**src/rtl/hdmi_packet_pkg.sv**
```systemverilog
// Shared packet-type codes, scheduler states and subpacket count for the
// hdmi data-island packet scheduler.
package hdmi_packet_pkg;

  localparam logic [7:0] PKT_NULL            = 8'h00;
  localparam logic [7:0] PKT_ACR             = 8'h01;
  localparam logic [7:0] PKT_AUDIO_SAMPLE    = 8'h02;
  localparam logic [7:0] PKT_AUDIO_INFOFRAME = 8'h84;

  localparam int unsigned SUBPACKETS = 4;

  typedef enum logic [1:0] {
    ACR_PENDING,
    INFO_PENDING,
    STREAM
  } sched_state_t;

  // Number of samples one audio sample packet can take from a FIFO holding `level`.
  function automatic logic [2:0] pop_count_for(input int unsigned level);
    if (level >= SUBPACKETS) begin
      return 3'(SUBPACKETS);
    end
    return 3'(level);
  endfunction

endpackage

```
**src/rtl/audio_sample_fifo.sv**
```systemverilog
// Single-clock sample FIFO with a 4-entry head window and a 0..4 pop per cycle.
// Pushes are accepted against the pre-pop level, so a same-cycle pop never frees room.
module audio_sample_fifo
  import hdmi_packet_pkg::*;
#(
  parameter int unsigned DATA_W  = 32,
  parameter int unsigned DEPTH   = 16,
  localparam int unsigned PTR_W   = $clog2(DEPTH),
  localparam int unsigned LEVEL_W = $clog2(DEPTH) + 1
) (
  input  logic                         clk,
  input  logic                         reset,
  input  logic                         push,
  input  logic [DATA_W-1:0]            data,
  input  logic [2:0]                   pop_count,
  output logic [SUBPACKETS*DATA_W-1:0] head,
  output logic [LEVEL_W-1:0]           level
);

  logic [DATA_W-1:0]  mem [DEPTH];
  logic [PTR_W-1:0]   rd_q;
  logic [PTR_W-1:0]   wr_q;
  logic [LEVEL_W-1:0] level_q;
  logic               accept;

  assign accept = push && (level_q < LEVEL_W'(DEPTH));
  assign level  = level_q;

  always_ff @(posedge clk) begin
    if (reset) begin
      rd_q    <= '0;
      wr_q    <= '0;
      level_q <= '0;
    end else begin
      if (accept) begin
        wr_q <= wr_q + PTR_W'(1);
      end
      rd_q    <= rd_q + PTR_W'(pop_count);
      level_q <= level_q + LEVEL_W'(accept) - LEVEL_W'(pop_count);
    end
  end

  // Storage needs no reset; occupancy is tracked entirely by the pointers.
  always_ff @(posedge clk) begin
    if (accept) begin
      mem[wr_q] <= data;
    end
  end

  always_comb begin
    head = '0;
    for (int k = 0; k < int'(SUBPACKETS); k++) begin
      head[k*DATA_W +: DATA_W] = mem[rd_q + PTR_W'(k)];
    end
  end

endmodule

```
**src/rtl/audio_packet_scheduler.sv**
```systemverilog
// Chooses the next hdmi data-island packet on each packet_enable: ACR, then
// Audio InfoFrame, then audio sample packets (up to 4 samples) or null packets.
module audio_packet_scheduler
  import hdmi_packet_pkg::*;
#(
  parameter int unsigned AUDIO_BIT_WIDTH = 16,
  parameter int unsigned FIFO_DEPTH      = 16,
  localparam int unsigned LEVEL_W        = $clog2(FIFO_DEPTH) + 1
) (
  input  logic                                  clk_pixel,
  input  logic                                  reset,
  input  logic                                  frame_start,
  input  logic                                  sample_valid,
  input  logic [AUDIO_BIT_WIDTH-1:0]            sample_left,
  input  logic [AUDIO_BIT_WIDTH-1:0]            sample_right,
  input  logic                                  packet_enable,
  output logic [7:0]                            packet_type,
  output logic [SUBPACKETS*2*AUDIO_BIT_WIDTH-1:0] audio_sample_word,
  output logic [SUBPACKETS-1:0]                 sample_present,
  output logic [LEVEL_W-1:0]                    fifo_level,
  output logic                                  overflow
);

  localparam int unsigned SAMPLE_W = 2 * AUDIO_BIT_WIDTH;
  localparam int unsigned WORD_W   = SUBPACKETS * SAMPLE_W;

  sched_state_t          state_q, state_d, cur_state;
  logic [7:0]            type_q, type_d;
  logic [WORD_W-1:0]     word_q, word_d;
  logic [SUBPACKETS-1:0] present_q, present_d;
  logic                  overflow_q, overflow_d;
  logic [2:0]            pop_count;
  logic [2:0]            avail;
  logic [WORD_W-1:0]     head;
  logic [LEVEL_W-1:0]    level;

  audio_sample_fifo #(
    .DATA_W (SAMPLE_W),
    .DEPTH  (FIFO_DEPTH)
  ) u_fifo (
    .clk       (clk_pixel),
    .reset     (reset),
    .push      (sample_valid),
    .data      ({sample_right, sample_left}),
    .pop_count (pop_count),
    .head      (head),
    .level     (level)
  );

  assign avail = pop_count_for(32'(level));

  always_comb begin
    state_d    = state_q;
    type_d     = type_q;
    word_d     = word_q;
    present_d  = present_q;
    pop_count  = '0;
    overflow_d = overflow_q | (sample_valid && (level == LEVEL_W'(FIFO_DEPTH)));
    // A frame start outranks whatever state the scheduler was in, even this cycle.
    cur_state  = frame_start ? ACR_PENDING : state_q;
    state_d    = cur_state;

    if (packet_enable) begin
      word_d    = '0;
      present_d = '0;
      case (cur_state)
        ACR_PENDING: begin
          type_d  = PKT_ACR;
          state_d = INFO_PENDING;
        end
        INFO_PENDING: begin
          type_d  = PKT_AUDIO_INFOFRAME;
          state_d = STREAM;
        end
        STREAM: begin
          state_d = STREAM;
          if (avail != '0) begin
            type_d    = PKT_AUDIO_SAMPLE;
            pop_count = avail;
            for (int k = 0; k < int'(SUBPACKETS); k++) begin
              if (3'(k) < avail) begin
                word_d[k*SAMPLE_W +: SAMPLE_W] = head[k*SAMPLE_W +: SAMPLE_W];
                present_d[k]                   = 1'b1;
              end
            end
          end else begin
            type_d = PKT_NULL;
          end
        end
        default: begin
          type_d  = PKT_NULL;
          state_d = ACR_PENDING;
        end
      endcase
    end
  end

  always_ff @(posedge clk_pixel) begin
    if (reset) begin
      state_q    <= ACR_PENDING;
      type_q     <= PKT_NULL;
      word_q     <= '0;
      present_q  <= '0;
      overflow_q <= 1'b0;
    end else begin
      state_q    <= state_d;
      type_q     <= type_d;
      word_q     <= word_d;
      present_q  <= present_d;
      overflow_q <= overflow_d;
    end
  end

  assign packet_type       = type_q;
  assign audio_sample_word = word_q;
  assign sample_present    = present_q;
  assign fifo_level        = level;
  assign overflow          = overflow_q;

endmodule

```
**config.mk**
```make
export PLATFORM = sky130hd
export DESIGN_NAME = audio_packet_scheduler
export DESIGN_NICKNAME = d
export VERILOG_FILES = /design/src/rtl/hdmi_packet_pkg.sv /design/src/rtl/audio_sample_fifo.sv /design/src/rtl/audio_packet_scheduler.sv
export SDC_FILE = /design/constraint.sdc
export NUM_CORES = 1
export LEC_CHECK = 0
export CORE_AREA = 3 3 286 288
export DETAILED_ROUTE_END_ITERATION = 10
export DIE_AREA = 0 0 289 291
export HOLD_SLACK_MARGIN = 0.15
export SETUP_SLACK_MARGIN = 0.15
export SYNTH_ARGS = -nofsm -noshare
export SYNTH_HDL_FRONTEND = slang
export SYNTH_HIERARCHICAL = 1
export SYNTH_SLANG_ARGS = --single-unit
```
**constraint.sdc**
```tcl
create_clock -name clk_pixel -period 4.3 [get_ports clk_pixel]
set_input_delay 0.43 -clock clk_pixel [delete_from_list [all_inputs] [get_ports clk_pixel]]
set_output_delay 0.43 -clock clk_pixel [all_outputs]
set_load 0.1 [all_outputs]
```
==> flow_summary_export.csv <==
group,metric,value,unit
worst_setup_path,setup.worst_path.class,"flip-flop to flip-flop",
clock_tree,cts_tree,"built",
final_layout,nNetsFinal,2508,
synth,postSynth.topFlopCell,"edfxtp_1",
global_route,globalRoute.totalOverflow,0,
die,design.core.area,79100,sq um
final_layout,areaGrowthSynthToFinish,15.7,%
worst_hold_path,min-delay-start,"sample_present[2]",
routing,routed_wire_length_per_instance,31.7,microns
worst_setup_path,reg2reg_depth,8,
clock_tree,clk_pin_slew,60,ps
sta,hold-worst-slack,459,ps
worst_setup_path,worstPathCellList,"buf_4 -> ha_1 -> xor2_4 -> buf_4 -> mux2_2 -> a22oi_1 -> nand4_1 -> a22o_2",
synth,netlist-cell-type-count,52,
power,power_leakage,12.6,nW
synth,post_synthesis_register_bit_count,663,
global_route,track_usage,26.8,%
synth,synth_sequential_area_ratio,51.8,%
routing,drt_wl_total,113,mm
synth,synth_edf_count,512,
die,dieArea,84100,sq um
global_route,grt_first_pass_wirelength,165,mm
clock_tree,cts_inserted_buffers,77,
global_route,antenna_violations_before_repair,7,
power,ir_drop,0.260,mV
sta,timing.slew.headroom,24.5,%
die,io_pins,183,
run,drv_cap,0,
die,row_count,103,
sta,hold_violations,0,
worst_setup_path,setup.reg_to_reg.worst_slack,720,ps
sta,finalCriticalPeriod,3580,ps
final_layout,postLayoutCoreUtil,52.0,%
synth,syn_avg_cell_area,15.2,sq um
worst_setup_path,cpMaxStageDelayCell,"buf_4",
synth,yosysWarningCount,6,
die,die-width,289,microns
routing,drt_iter0_drc,2901,
power,cellPowerDensity,359,nW/um^2
synth,synthCells,2338,
worst_setup_path,timing.critical_path.slowest_cell_delay,840,ps
sta,tightestPinTransition,1130,ps
worst_setup_path,worst_path_dominant_cell_family,"buffers and inverters",
clock_tree,cts-hold-fix-buffers,0,
sta,fin_setup_tns,0,ps
worst_setup_path,critPathRequiredTime,4800,ps
routing,route.vias.total,24300,
routing,post_drt_via_cell_ratio,6.81,
synth,syn-cell-area,35500,sq um
placed_design,port_buffers,178,
sta,rsz0062_at_grt,"false",
worst_setup_path,critPathMostFrequentCell,"buf_4",
global_route,grt_max_degree,141,
sta,setup_violations,0,
sta,timing.final.crit_share,83.2,%
worst_setup_path,critPathBufInv,2,
clock_tree,root_buffer_master,"clkbuf_16",
routing,dr.pass1.iters,8,
worst_hold_path,worst_hold_path_type,"flip-flop to flip-flop",
clock_tree,clk-insertion-delay-late,630,ps
die,die_y,291,microns
worst_setup_path,worst_ep_arrival_time,4070,ps
clock_tree,cts.repair_timing.setup_buffer_count,0,
worst_setup_path,worst_r2r_startpoint,"u_fifo/rd_q[0]",
clock_tree,post_cts_resize_count,0,
global_route,first_global_vias,24200,
worst_hold_path,min_delay_path_depth,1,
synth,synth_async_sr_flop_share,0,%
die,floorplan.initialDensity,44.9,%
worst_setup_path,crit_path_start_kind,"flip-flop",
sta,clock_skew,27.7,ps
routing,detail-route-antenna-nets,0,
final_layout,non_filler_cells_in_the_finished_layout,3565,
placed_design,place_inst,3419,
placed_design,post-dp-hpwl,67.4,mm
sta,timing_max_transition_violations_final,0,
worst_hold_path,hold_end,"sample_present[2]",
routing,drc_violation_count_after_routing,0,
sta,maxClockFrequency,0.279,GHz
worst_setup_path,timing.rr.end,"audio_sample_word[33]",
worst_setup_path,critical_path_end_type,"flip-flop",
clock_tree,clk_path_buf_depth,3,
final_layout,layout.filler_cells,6534,
clock_tree,h_tree_level_count,3,
worst_setup_path,critical_path.max_fanout,74,
power,report.power.total,14.8,mW
clock_tree,cts_num_sinks,663,
placed_design,gp_routability_congestion,0.831,
run_status,result_of_the_run,"complete, no violations",
final_layout,layout-drive-gt1-share,29.9,%
through the flow:
step / area [sq um] / worst slack [ps]
after floorplan: 35500 / 224
after global placement: 38600 / 768
after detailed placement: 38600 / 671
after CTS: 41100 / 777
after global routing: 41100 / 548
final: 41100 / 721
registers in the layout, summed over array words and instances, names as in the netlist:
signal             count
u_fifo/level           5
u_fifo/rd_q            4
u_fifo/mem           512
overflow               1
packet_type            3
audio_sample_word    128
sample_present         4
u_fifo/wr_q            4
state_q                2
worst max-delay path by stage:
stage	start	to	slack (ps)	cells after the start
6_report	u_fifo/rd_q[0]	audio_sample_word[33]	720	8
5_1_grt	u_fifo/rd_q[0]	audio_sample_word[33]	550	8
4_1_cts	u_fifo/rd_q[0]	audio_sample_word[58]	780	8
3_5_place_dp	frame_start	u_fifo/level[4]	670	14
3_3_place_gp	frame_start	u_fifo/level[4]	770	14
2_1_floorplan	u_fifo/level[4]	u_fifo/mem[3][0]	220	4
kinds of logic (layout without fill, tap and decap cells):
family          after synthesis  count (layout)  share of synthesized area, %
flops                       663             663                          51.8
buf+inv                     248             419                          3.36
mux                         549             549                          28.3
other cells                   1               7                        0.0106
fa+ha+maj                    23              23                         0.852
compound gates              434             434                          10.1
xor+xnor                     14              14                         0.387
simple gates                406             406                          5.20
cell usage after synthesis (all sizes together) (2+ instances only):
cell type  count  share of area, %
o21ai          2             0.028
xnor2          4              0.12
mux4         352                22
a22oi         92               1.9
nand3b         2             0.077
nor2          38              0.42
a22o         160               4.0
a21oi          9              0.16
inv           20              0.21
mux2i         70               2.0
dfxtp        151               8.5
nand3         35              0.49
and3           3             0.053
ha            21              0.74
nor3b          2             0.042
mux2         127               4.0
nand4         64               1.1
fa             2              0.11
nor3           7              0.13
clkbuf       112               1.2
nand2b         5             0.088
a221o         32              0.90
a21o           6              0.13
o2111ai       32              0.79
nand2        239               2.5
edfxtp       512                43
a31oi          2             0.035
buf          116               2.0
xor2          10              0.27
o211ai        94               2.0
nor2b          7              0.12
metal layers:
layer	vias up	GRT usage [%]	part of all wire [%]
met2	1426	42.8	48
met5	-	0	0.032
met1	12600	35.8	38
li1	10000	-	-
met3	290	5.18	9.7
met4	6	11.5	4.5
worst reg2reg max path: stages, from the launching register on:
cell and delay, ps:
dfxtp_4 370, buf_4 840, ha_1 440, xor2_4 240
buf_4 560, mux2_2 450, a22oi_1 190, nand4_1 130
a22o_2 260
cell type report:
cell class | instances | area [sq um] | share of cell area [%]
Clock buffer | 103 | 2130 | 5.17
Clock inverter | 40 | 343 | 0.834
Inverter | 20 | 75.1 | 0.183
Multi-Input combinational cell | 1430 | 16300 | 39.6
Tap cell | 1050 | 1310 | 3.19
Antenna cell | 3 | 7.51 | 0.0183
Timing Repair Buffer | 256 | 2570 | 6.24
Sequential cell | 663 | 18400 | 44.8
power breakdown:
group / internal [mW] / leakage [nW] / switching, mW
combinational: 0.449 / 5.57 / 0.737
clock: 3.73 / 1.21 / 2.68
sequential: 7.06 / 5.84 / 0.117
total: 11.2 / 12.6 / 3.53
placed cells by master, fill, tap and decap left out, types with 32 or more instances in the layout:
cell             Yosys  layout
o2111ai_1           32      32
clkbuf_16            0      78
nand2_1            239     239
mux2_2             127     127
mux4_2             352     352
buf_4               12      62
mux2i_1             70      68
dfxtp_1            151     149
a22o_1             136     136
clkdlybuf4s50_1      0     178
a221o_1             32      32
o211ai_1            94      94
edfxtp_1           512     512
nand4_1             64      64
nand3_1             35      35
a22oi_1             92      92
No activity file was read; power rests on OpenSTA's default activity.
